===== src/rtl/des_key_sched_seq.sv =====
// Sequential DES key scheduler: one 48-bit subkey per valid/ready handshake,
// forward (K1..K16) or reverse (K16..K1) order, without a stored key table.
module des_key_sched_seq (
  input  logic        clk,
  input  logic        rst_n,
  input  logic        start,
  input  logic        decrypt,
  input  logic [63:0] key,
  output logic        busy,
  output logic [47:0] subkey,
  output logic        subkey_valid,
  input  logic        subkey_ready,
  output logic [4:0]  round,
  output logic        done
);

  typedef enum logic [1:0] {S_IDLE, S_RUN, S_DONE} state_t;

  localparam int PC1 [56] = '{
    57, 49, 41, 33, 25, 17,  9,  1, 58, 50, 42, 34, 26, 18,
    10,  2, 59, 51, 43, 35, 27, 19, 11,  3, 60, 52, 44, 36,
    63, 55, 47, 39, 31, 23, 15,  7, 62, 54, 46, 38, 30, 22,
    14,  6, 61, 53, 45, 37, 29, 21, 13,  5, 28, 20, 12,  4};

  localparam int PC2 [48] = '{
    14, 17, 11, 24,  1,  5,  3, 28, 15,  6, 21, 10,
    23, 19, 12,  4, 26,  8, 16,  7, 27, 20, 13,  2,
    41, 52, 31, 37, 47, 55, 30, 40, 51, 45, 33, 48,
    44, 49, 39, 56, 34, 53, 46, 42, 50, 36, 29, 32};

  // DES bit b lives at index (N - b) of an N-bit vector, so bit 1 is the MSB.
  function automatic logic [55:0] pc1_perm(input logic [63:0] k);
    logic [55:0] r;
    r = '0;
    for (int i = 0; i < 56; i++) r[6'(55 - i)] = k[6'(64 - PC1[i])];
    return r;
  endfunction

  function automatic logic [47:0] pc2_perm(input logic [55:0] cd);
    logic [47:0] r;
    r = '0;
    for (int i = 0; i < 48; i++) r[6'(47 - i)] = cd[6'(56 - PC2[i])];
    return r;
  endfunction

  // Rounds 1, 2, 9 and 16 use a single-bit shift; all others shift by two.
  function automatic logic shift_two(input logic [4:0] r);
    return !(r == 5'd1 || r == 5'd2 || r == 5'd9 || r == 5'd16);
  endfunction

  function automatic logic [27:0] rotl(input logic [27:0] x, input logic two);
    return two ? {x[25:0], x[27:26]} : {x[26:0], x[27]};
  endfunction

  function automatic logic [27:0] rotr(input logic [27:0] x, input logic two);
    return two ? {x[1:0], x[27:2]} : {x[0], x[27:1]};
  endfunction

  state_t      state;
  logic [27:0] c_reg, d_reg;
  logic        mode;
  logic [3:0]  count;

  logic [55:0] cd_key;
  logic [27:0] c_load, d_load, c_next, d_next;
  logic        two;

  // Load values come straight from the key; C16/D16 equal C0/D0 so decrypt needs no rotation.
  always_comb begin
    cd_key = pc1_perm(key);
    c_load = decrypt ? cd_key[55:28] : rotl(cd_key[55:28], 1'b0);
    d_load = decrypt ? cd_key[27:0]  : rotl(cd_key[27:0], 1'b0);
    two    = mode ? shift_two(round) : shift_two(round + 5'd1);
    c_next = mode ? rotr(c_reg, two) : rotl(c_reg, two);
    d_next = mode ? rotr(d_reg, two) : rotl(d_reg, two);
  end

  always_ff @(posedge clk or negedge rst_n) begin
    if (!rst_n) begin
      state        <= S_IDLE;
      c_reg        <= '0;
      d_reg        <= '0;
      mode         <= 1'b0;
      count        <= '0;
      busy         <= 1'b0;
      subkey       <= '0;
      subkey_valid <= 1'b0;
      round        <= '0;
      done         <= 1'b0;
    end else begin
      done <= 1'b0;
      case (state)
        S_IDLE, S_DONE: begin
          if (start) begin
            state        <= S_RUN;
            c_reg        <= c_load;
            d_reg        <= d_load;
            mode         <= decrypt;
            count        <= 4'd15;
            subkey       <= pc2_perm({c_load, d_load});
            round        <= decrypt ? 5'd16 : 5'd1;
            busy         <= 1'b1;
            subkey_valid <= 1'b1;
          end else begin
            state <= S_IDLE;
          end
        end
        S_RUN: begin
          if (subkey_valid && subkey_ready) begin
            if (count == 4'd0) begin
              state        <= S_DONE;
              busy         <= 1'b0;
              subkey_valid <= 1'b0;
              done         <= 1'b1;
            end else begin
              count  <= count - 4'd1;
              c_reg  <= c_next;
              d_reg  <= d_next;
              subkey <= pc2_perm({c_next, d_next});
              round  <= mode ? round - 5'd1 : round + 5'd1;
            end
          end
        end
        default: state <= S_IDLE;
      endcase
    end
  end

endmodule


===== config.mk =====
export PLATFORM = sky130hd
export DESIGN_NAME = des_key_sched_seq
export DESIGN_NICKNAME = d
export VERILOG_FILES = /design/src/rtl/des_key_sched_seq.sv
export SDC_FILE = /design/constraint.sdc
export NUM_CORES = 1
export LEC_CHECK = 0
export CAP_MARGIN = 20
export CELL_PAD_IN_SITES_DETAIL_PLACEMENT = 1
export CELL_PAD_IN_SITES_GLOBAL_PLACEMENT = 2
export CORE_MARGIN = 2
export CORE_UTILIZATION = 33
export DETAILED_ROUTE_END_ITERATION = 10
export PLACE_DENSITY = 0.95
export SLEW_MARGIN = 25
export SYNTH_ARGS = -nofsm -noshare
export SYNTH_HDL_FRONTEND = slang
export SYNTH_SLANG_ARGS = --single-unit

===== constraint.sdc =====
create_clock -name clk -period 5.5 [get_ports clk]
set_input_delay 1.1 -clock clk [delete_from_list [all_inputs] [get_ports clk]]
set_output_delay 1.1 -clock clk [all_outputs]
set_load 0.01 [all_outputs]

==> results of run 1 <==
## power breakdown
part	total (uW)	switching (uW)	internal, uW
registers	1090	363	725
clock network	688	233	455
logic	1770	995	775
## layer usage
layer | share of wire (%) | up-vias | wire, um
met5 | 0 | - | 0
met2 | 49 | 182 | 8900
met3 | 5.0 | 24 | 913
li1 | - | 2396 | -
met1 | 44 | 2744 | 8100
met4 | 1.8 | 0 | 325
## final timing paths
| path | end | cells after the start |
|---|---|---|
| worst min-delay path | count[0] | 1 |
| worst min register to register | count[0] | 1 |
| max in group asynchronous | mode | 2 |
| min in group asynchronous | c_reg[11] | 1 |
| worst max-delay path | d_reg[8] | 7 |
| worst max register to register | c_reg[23] | 8 |
## per-stage QoR
| step | worst slack [ns] | cell area [um^2] | cells |
|---|---|---|---|
| floorplan | 3.02 | 5730 | 681 |
| global placement | 1.58 | 5960 | 853 |
| detailed placement | 1.53 | 5960 | 853 |
| CTS | 1.89 | 6300 | 869 |
| global route | 1.72 | 6310 | 870 |
| finish | 1.85 | 6310 | 870 |
## worst reg2reg max path: stages (launching register included)
cell	delay (ns)
dfrtp_1	0.52
inv_1	0.19
ha_1	0.22
nand2b_1	0.13
a221oi_4	0.30
buf_4	0.41
or2_4	0.61
nor2_2	0.32
a221o_1	0.36
## cells in the mapped netlist (all sizes together) (5+ instances only)
cell	instances
a31o	5
mux2i	32
clkbuf	34
mux2	7
ha	7
nand3	11
o21ai	32
o31ai	31
a211oi	29
and3	6
nand2b	20
nor2	43
nor4	25
nor3	5
nand2	42
or4	8
or3	31
inv	6
dfrtp	70
buf	82
o211ai	42
nand4	5
a21oi	31
a32o	13
## layout by cell type (no fill, tap or decap), types with 22 or more instances in the layout
master	count
dfrtp_1	69
clkdlybuf4s50_1	53
nand2_1	42
o211ai_1	42
nor2_1	41
mux2i_1	32
or3_1	31
a21oi_1	31
o31ai_1	31
a211oi_1	29
o21ai_0	27
nor4_1	25
conb_1	22
## final cells by class
class                      count  area share [%]
multi-input combinational    489            51.8
timing repair buffer          69            10.3
clock inverter                 4            1.51
inverter                       6           0.357
clock buffer                  12            3.90
sequential                    70            27.8
tap                          220            4.36
## cell families (layout without fill, tap and decap cells)
group | Yosys count | after routing
other | 1 | 22
and+or+nand+nor | 208 | 208
AOI/OAI and AO/OA | 210 | 210
DFF | 70 | 70
muxes | 39 | 39
xor gates and xnor gates | 3 | 3
adders and majority gates | 7 | 7
buffers and inverters | 122 | 91
==> summary.md, run 1 <==
| Metric | Value |
|---|---|
| Final core occ | a little under two fifths |
| Unrepaired setup endpoints after global routing | no |
| Setup crit end kind | register |
| Die Span Y | between 100 and 150 um |
| Xor/xnor share of the synthesized area | less than 1% |
| Crit path cell chain | clkdlybuf4s50_1 > nor2b_1 > a21oi_1 > or2_2 > buf_4 > a32o_1 > a31o_1 |
| Htree depth | 3 |
| Synth Instances | between 600 and 700 |
| HPWL Detailed | about 11000 um |
| Maximum vdd ir drop | about 210 uV |
| Post-synth EDFFs | 0 |
| DRT Pass-1 Iters | 5 |
| Max reg flops | 28 |
| Worst setup path category | in -> reg |
| Ant. Diodes | 0 |
| Post-synth cell types | 57 |
| Critical-path top delay cell | nor2b_1 |
| Ys flop type | dfrtp_1 |
| Hold Path Class | reg -> reg |
| First-pass GRT wire length | approximately 30000 um |
| Hold Slack | about 0.54 ns |
| Wire per inst | around 21 um |
| Die area | between 15000 and 20000 um^2 |
| Max-slew violations | 0 |
| Crit path launch type | input pin |
| Fin Clk Skew | 0.00664 ns |
| CP Launch Point | start |
| Synth top area cells | dfrtp_1 (31%), buf_4 (7.0%), mux2i_1 (5.7%) |
| Max Root-Sink Buffers | 2 |
| CTS sink cnt | 70 |
| Antenna-violating nets left | 0 |
| FILL cells | 1961 |
| PostCTS Resize Cnt | 0 |
| Setup Viol. Count Final | 0 |
| Rel. slew slack | approximately two fifths |
| Vias per cell | between 6 and 7 |
| Dominant delay contributor by cell family on the critical path | simple AND/OR/NAND/NOR gates |
| Largest net degree at the start of global routing | 93 |
| PortBufs | 54 |
| Sequential cell area fraction in the yosys report | a little under a third |
| Layout cells sized above 1 | roughly 8% |
| Sum Neg Setup Slack | 0 ns |
| Total CTS buffers | 9 |
| CP arrival | slightly below 4 ns |
| Multi-input gate area | roughly 3300 um^2 |
| Status | complete, no violations |
| Max incr delay on CP | ~0.66 ns |
| GRT Overall Usage | between 20% and 30% |
| Final hold vios | 0 |
| Nets@finish | roughly 720 |
| Yosys top cell area share | 31.0% |
| Buf/Inv on CP | 2 |
| Later-pin clock latency in the skew report | about 0.35 ns |
| Global Route met1 Usage | 26.2% |
| Cell Rows | 47 |
| Fin crit share | around 66% |
| I/O pin cnt | 125 |
| Initial core utilization | 34.0% |
| Initial antenna violation count | 0 |
| Layout area overhead | 11.7% |
| Post-synthesis adder-cell area fraction | under 10% |
| Most Used Layer, Global Route | met2 |
| Mapped Area | about 5700 um^2 |
| Worst r2r src | round[0] |
| Pwr dens | approximately 560 nW/um^2 |
| YS warnings | 0 |
| Max-cap violations | 0 |
| Synth Register Bits | 70 |
| Post-synth ARST share | 100% |
| Routed wire length | roughly 18000 um |
| Area leader, netlist | dfrtp_1 |
| CP max FO | 37 |
| Chip Width | 135 um |
| Via Count | 5346 |
| Fmax | 274 MHz |
| Syn_area_per_cell | about 8.6 um^2 |
| Seq. cell area | approximately 1800 um^2 |
| Core Area | about 17000 um^2 |
| Post-CTS setup buffer count | 0 |
| HP Start | count[0] |
| Final GP Congestion | slightly below 0.8 |
| Met3 usage | ~2.9% |
| R2R Setup Slk | around 2.3 ns |
| Remaining DRCs | 0 |
| Hold Buf Count CTS | 0 |
| Worst-margin pin slew | 0.909 ns |
| Simple-Gate Fraction of Synth Area | approximately a fifth |
| Complex-gate fraction of the synthesized area | about 27% |
| Worst EP required | 5.74 ns |
| Overall power | ~3500 uW |
| Crit path time final | about 3.6 ns |
| CTS Root Buffer Type | clkbuf_16 |
| DRT iter0 DRCs | 490 |
| CTS clk-pin slew, worst paths | around 0.060 ns |
| Met2 usage | 34.7% |
| CTS tree | built |
| Vias in the first global route | roughly 5700 |
| Post-synthesis mux area share | ~7.1% |
| GRT Residual Overflow | 0 |
| Leak | 0.00248 uW |
| Main combinational cell family by area after synthesis | compound AO/OA/AOI/OAI gates |
No activity file was read; power rests on OpenSTA's default activity.
==> run 2: changes to the inputs <==
--- a/config.mk
+++ b/config.mk
@@ -9,9 +9,9 @@
 export CELL_PAD_IN_SITES_DETAIL_PLACEMENT = 1
 export CELL_PAD_IN_SITES_GLOBAL_PLACEMENT = 2
 export CORE_MARGIN = 2
-export CORE_UTILIZATION = 33
+export CORE_UTILIZATION = 28
 export DETAILED_ROUTE_END_ITERATION = 10
-export PLACE_DENSITY = 0.95
+export PLACE_DENSITY = 0.87
 export SLEW_MARGIN = 25
 export SYNTH_ARGS = -nofsm -noshare
 export SYNTH_HDL_FRONTEND = slang
==> constraint.sdc (replaced) <==
create_clock -name clk -period 3.3 [get_ports clk]
set_input_delay 0.66 -clock clk [delete_from_list [all_inputs] [get_ports clk]]
set_output_delay 0.66 -clock clk [all_outputs]
set_load 0.01 [all_outputs]
==> run 2 against run 1 <==
  * Sequential share of layout area down 0.71 points
  * Non-clock buffer count up 10
  * Register-to-register slack worse by 1.9 ns
  * Total power up 66%
  * Worst hold slack worse by 0.24 ns
  * Largest cell class unchanged
  * Largest power group unchanged
==> summary.md, run 2 (synthesized netlist as in run 1, its figures left out) <==
| Metric | Value |
|---|---|
| Chip Width | 146 um (+8.3%) |
| Initial core utilization | 28.8% (-5.2 points) |
| R2R Setup Slk | 0.40 ns (-1.91 ns) |
| Routed wire length | 18400 um (+0.80%) |
| Maximum vdd ir drop | 444 uV (+110%) |
| Worst r2r src | round[0] |
| Pint | 3240 uW (+66%) |
| Crit path launch type | register |
| Final GP Congestion | 0.757 (-2.7%) |
| Sequential power share | 30.2% (-0.5 points) |
| Clock power share | 18.1% (-1.3 points) |
| Htree depth | 3 (unchanged) |
| Later-pin clock latency in the skew report | 0.34 ns (about the same) |
| R2r endpoint | c_reg[23] |
| GRT Residual Overflow | 0 (unchanged) |
| DRT iter0 DRCs | 382 (-22%) |
| Worst setup path category | reg -> reg |
| Vias in the first global route | 5431 (-3.9%) |
| Pre-CTS setup slack | 0.441 ns (-1.09 ns) |
| Status | complete, no violations |
| CTS tree | built |
| Max Root-Sink Buffers | 2 (unchanged) |
| Nets@finish | 731 (+1.4%) |
| Finished Layout Cells | 925 (+6.3%) |
| Setup Viol. Count Final | 0 (unchanged) |
| CTS sink cnt | 70 (unchanged) |
| Design area | 6480 um^2 (+2.6%) |
| Leak | 0.00253 uW (+2.1%) |
| Post-route setup slack | 0.402 ns (-1.45 ns) |
| PortBufs | 54 (unchanged) |
| I/O pin cnt | 125 (unchanged) |
| Crit path cell chain | ha_1 > or4b_1 > o22ai_2 > or2_4 > buf_4 > nor2_2 > a221o_1 |
| Rel. slew slack | 52.4% (+13 points) |
| FILL cells | 2349 (+20%) |
| Placed cells | 909 (+6.6%) |
| Most common cell after layout, fill and taps aside | dfrtp_1 |
| GRT Overall Usage | 17.1% (-3.5 points) |
| Sum Neg Setup Slack | 0 ns (unchanged) |
| Largest net degree at the start of global routing | 117 (+26%) |
| CTS Root Buffer Type | clkbuf_16 |
| Buf/Inv on CP | 1 (-1) |
| Overall power | 5900 uW (+66%) |
| Max reg flops | 28 (unchanged) |
| Max-slew violations | 0 (unchanged) |
| Antenna-violating nets left | 0 (unchanged) |
| Unrepaired setup endpoints after global routing | no |
| Crit path time final | 2.90 ns |
| Post-place instance area | 6170 um^2 (+3.4%) |
| Gate power share | 51.7% (+1.8 points) |
| Ant. Diodes | 0 (unchanged) |
| Dominant delay contributor by cell family on the critical path | simple AND/OR/NAND/NOR gates |
| Fmax | around 350 MHz |
| Total CTS buffers | 9 (unchanged) |
| Remaining DRCs | 0 (unchanged) |
| CP arrival | 3.11 ns (-0.78 ns) |
| Setup crit end kind | register |
| Multi-input gate area | 3270 um^2 (unchanged) |
| Initial antenna violation count | 0 (unchanged) |
| Post-CTS setup buffer count | 0 (unchanged) |
| Max-cap violations | 0 (unchanged) |
| PostCTS Resize Cnt | 0 (unchanged) |
| Hold Buf Count CTS | 0 (unchanged) |
| Layout area overhead | 14.6% |
| Sw Pwr | 2660 uW (+67%) |
| DRT Pass-1 Iters | 4 (-1) |
| CP Launch Point | round[0] |
| CP max FO | 26 (-30%) |
| Layout cells sized above 1 | 9.39% (+1.5 points) |
| Wire per inst | 19.9 um (-5.2%) |
| Final hold vios | 0 (unchanged) |
| Hold Path Class | in -> async |
| First-pass GRT wire length | 30000 um (+0.21%) |
| Worst R2R Path Depth | 7 (-1) |
| Switching Fraction | 45.1% (+0.25 points) |
| Critical-path top delay cell | or4b_1 |
| Die area | 21400 um^2 (+17%) |
| Fin crit share | ~88% |
| HPWL Detailed | 11300 um (+1.2%) |
| Cell Rows | 51 (+8.5%) |
| Core Area | 19700 um^2 (+18%) |
| Worst-margin pin slew | 0.713 ns (-0.196 ns) |
| Worst EP required | 3.51 ns (-2.23 ns) |
| Via Count | 5227 (-2.2%) |
| Most frequent cells in the layout | dfrtp_1 (69), clkdlybuf4s50_1 (53), nand2_1 (42), o211ai_1 (42), nor2_1 (41) |
| Seq. cell area | 1760 um^2 (unchanged) |
| Fin Clk Skew | 0.00768 ns (+0.00103 ns) |
| Pwr dens | 911 nW/um^2 (+62%) |
| Vias per cell | 5.65 (-8.0%) |
| Die Span Y | 146 um (+8.3%) |
| Max incr delay on CP | 0.57 ns (-0.09 ns) |
| CTS clk-pin slew, worst paths | 0.06 ns (about the same) |
==> run 2: cell type report <==
type                       instances  area share (%)
clock inverter                     6            1.33
clock buffer                      10            3.53
multi-input combinational        489            50.4
inverter                           6           0.347
sequential                        70            27.1
tap                              265            5.12
timing repair buffer              79            12.2
==> run 2: worst max path at each step <==
stage,to,cells past startpoint
after floorplan,c_reg[23],8
after global placement,c_reg[23],7
after detailed placement,c_reg[23],7
after CTS,c_reg[23],7
after global routing,d_reg[19],7
final,c_reg[23],7
==> run 2: metrics by stage <==
stage / hold WS, ns / util [%]
after floorplan: 0.364 / -
after global placement: 0.508 / 31.4
after detailed placement: 0.522 / 31.4
after CTS: 0.319 / 33.0
after global routing: 0.344 / 33.0
final: 0.293 / 33.0
==> run 2: metal layers <==
metal / vias up / share of wire (%) / routed length [um] / track usage, %
li1: 2421 / - / - / -
met2: 123 / 48 / 8880 / 29.2
met5: - / 0 / 0 / 0
met3: 19 / 4.4 / 817 / 2.88
met1: 2664 / 46 / 8470 / 22.4
met4: 0 / 1.2 / 212 / 4.47
==> run 2: worst reg2reg max path: cells and delay by family (launching register included) <==
| family | cells | cell delay [ns] |
|---|---|---|
| AOI/OAI and AO/OA | 2 | 0.55 |
| DFF | 1 | 0.52 |
| and+or+nand+nor | 3 | 1.12 |
| buffers and inverters | 1 | 0.23 |
| adders and majority gates | 1 | 0.36 |
==> run 2: power groups by stage <==
stage / Combinational, uW / Clock, uW / Sequential [uW]
2_1_floorplan: 2380 / 0 / 1540
5_1_grt: 3370 / 1120 / 1850
4_1_cts: 3060 / 1070 / 1780
3_5_place_dp: 3030 / 0 / 1790
3_3_place_gp: 2960 / 0 / 1780
6_report: 3050 / 1070 / 1780
==> run 3: changes to the inputs <==
--- a/config.mk
+++ b/config.mk
@@ -11,7 +11,7 @@
 export CORE_MARGIN = 2
 export CORE_UTILIZATION = 28
 export DETAILED_ROUTE_END_ITERATION = 10
-export PLACE_DENSITY = 0.87
+export PLACE_DENSITY_LB_ADDON = 0.15
 export SLEW_MARGIN = 25
 export SYNTH_ARGS = -nofsm -noshare
 export SYNTH_HDL_FRONTEND = slang
==> run 3 against run 2 <==
  * Routed wire length is 9.2% higher
  * Count of clock-buffer cells in the layout up 4
  * First-iteration DRC count down 17%
  * Die area stayed put
  * Flip-flop and latch count did not move
  * Critical endpoint is now d_reg[4]
==> summary.md, run 3 (synthesized netlist as in run 1, its figures left out) <==
| Metric | Value |
|---|---|
| CTS sink cnt | 70 (unchanged) |
| Crit path time final | 2.91 ns (+0.0103 ns) |
| Worst R2R Path Depth | 8 (+1) |
| Vias in the first global route | 5521 (+1.7%) |
| Hold Path Class | in -> async |
| Later-pin clock latency in the skew report | 0.35 ns (about the same) |
| Sw Pwr | 2690 uW (+1.1%) |
| Initial antenna violation count | 0 (unchanged) |
| Status | complete, no violations |
| Unrepaired setup endpoints after global routing | no |
| CP arrival | 3.14 ns (+0.03 ns) |
| Fmax | 344 MHz (-0.35%) |
| Gate power share | 52.0% (+0.3 points) |
| Die area | 21400 um^2 (unchanged) |
| Global Route met1 Usage | 27.0% (+4.5 points) |
| Die Span Y | 146 um (unchanged) |
| Met2 usage | 29.9% (+0.71 points) |
| Final GP Congestion | 0.755 (-0.29%) |
| R2R Setup Slk | 0.39 ns (about the same) |
| Htree depth | 3 (unchanged) |
| Worst setup path category | reg -> reg |
| Max Root-Sink Buffers | 2 (unchanged) |
| Post-CTS setup buffer count | 0 (unchanged) |
| Chip Width | 146 um (unchanged) |
| GRT Residual Overflow | 0 (unchanged) |
| Nets@finish | 736 (+0.68%) |
| Worst EP required | 3.53 ns (+0.02 ns) |
| Layout area overhead | 13.8% |
| Setup Viol. Count Final | 0 (unchanged) |
| Routed wire length | 20100 um (+9.2%) |
| Maximum vdd ir drop | 292 uV (-34%) |
| First-pass GRT wire length | 32500 um (+8.6%) |
| Antenna-violating nets left | 0 (unchanged) |
| Max reg flops | 28 (unchanged) |
| Fin Clk Skew | 0.00697 ns (-0.000701 ns) |
| Most Used Layer, Global Route | met2 |
| Largest net degree at the start of global routing | 64 (-45%) |
| Worst r2r src | round[0] |
| DRT iter0 DRCs | 318 (-17%) |
| PortBufs | 54 (unchanged) |
| Final hold vios | 0 (unchanged) |
| CTS Root Buffer Type | clkbuf_16 |
| Layout cells sized above 1 | 9.49% (+0.094 points) |
| DRT Pass-1 Iters | 5 (+1) |
| Rel. slew slack | 35.0% (-17 points) |
| Pwr dens | 909 nW/um^2 (-0.21%) |
| CP Launch Point | round[0] |
| Via Count | 5309 (+1.6%) |
| Hold Slack | 0.312 ns (+0.0189 ns) |
| R2r endpoint | d_reg[4] |
| Most common cell after layout, fill and taps aside | dfrtp_1 |
| Most frequent cells in the layout | dfrtp_1 (69), clkdlybuf4s50_1 (53), nand2_1 (42), o211ai_1 (42), nor2_1 (41) |
| Remaining DRCs | 0 (unchanged) |
| Hold Buf Count CTS | 0 (unchanged) |
| Initial core utilization | 28.8% (unchanged) |
| Vias per cell | 5.71 (+1.1%) |
| Cell Rows | 51 (unchanged) |
| PostCTS Resize Cnt | 0 (unchanged) |
| I/O pin cnt | 125 (unchanged) |
| Ant. Diodes | 0 (unchanged) |
| CTS clk-pin slew, worst paths | 0.06 ns (about the same) |
| Clock power share | 17.3% (-0.8 points) |
| Switching Fraction | 46.0% (+0.92 points) |
| CTS tree | built |
| Wire per inst | 21.6 um (+8.7%) |
| Max-cap violations | 0 (unchanged) |
| Sequential power share | 30.7% (+0.5 points) |
| CP endpoint | d_reg[4] |
| Crit path launch type | register |
| Fin crit share | 88.1% (+0.31 points) |
| GRT Overall Usage | 19.0% (+1.9 points) |
| CP max FO | 33 (+27%) |
| Sum Neg Setup Slack | 0 ns (unchanged) |
| Max-slew violations | 0 (unchanged) |
| Total CTS buffers | 9 (unchanged) |
| Met3 usage | 3.66% (+0.78 points) |
| Core Area | 19700 um^2 (unchanged) |
| Setup crit end kind | register |
| Leak | 0.00253 uW (about the same) |
| Overall power | 5850 uW (-0.89%) |
| Pint | 3160 uW (-2.5%) |
| Worst-margin pin slew | 0.973 ns (+0.260 ns) |
| HPWL Detailed | 12900 um (+14%) |
==> run 3: cell types whose count changed in the layout (fill, tap and decap cells not counted), sizes merged <==
cell      before  now
buf           26   31
clkbuf        10   14
clkinv         3    0
bufinv         2    1
clkinvlp       1    0
==> run 3: critical path, stage by stage (launching register included) <==
cell and delay (ns):
dfrtp_1 0.53, inv_1 0.14, ha_1 0.26, nand2b_1 0.15, a221oi_4 0.11, nor2_4 0.79
buf_4 0.40, nand3_1 0.10, a32o_1 0.28
==> run 3: worst min-delay path by stage <==
stage	start	end	slack (ns)	cells past startpoint
2_1_floorplan	rst_n	c_reg[0]	0.36	0
4_1_cts	rst_n	c_reg[1]	0.33	1
3_5_place_dp	count[3]	count[3]	0.51	2
6_report	rst_n	c_reg[26]	0.31	1
5_1_grt	rst_n	c_reg[27]	0.35	1
3_3_place_gp	state[0]	subkey_valid	0.50	1
==> run 3: metal layers <==
layer / share of wire (%) / up-vias
met3: 4.1 / 18
li1: - / 2440
met5: 0 / -
met2: 45 / 148
met1: 50 / 2703
met4: 1.3 / 0
==> run 3: power groups by stage <==
stage	Clock [uW]	Combinational, uW	Sequential [uW]
after CTS	1040	3050	1800
after floorplan	0	2380	1540
after detailed placement	0	3030	1810
final	1010	3040	1800
after global routing	1080	3370	1870
after global placement	0	2980	1800
==> run 3: layout make-up <==
cell class	count	area [um^2]
fillers	2341	13200
well taps	265	332
clock buffers	14	254
multi-input cells	489	3270
flip-flops and latches	70	1760
clock inverters	1	30.0
repair buffers	84	776
inverters	6	22.5
==> run 3: metrics by stage <==
step | instances | utilization [%] | worst slack, ns | area, um^2
2_1_floorplan | 681 | - | 1.01 | 5730
3_3_place_gp | 914 | 31.3 | 0.351 | 6150
6_report | 929 | 32.8 | 0.391 | 6440
4_1_cts | 929 | 32.8 | 0.384 | 6440
5_1_grt | 929 | 32.8 | 0.170 | 6440
3_5_place_dp | 914 | 31.3 | 0.332 | 6150
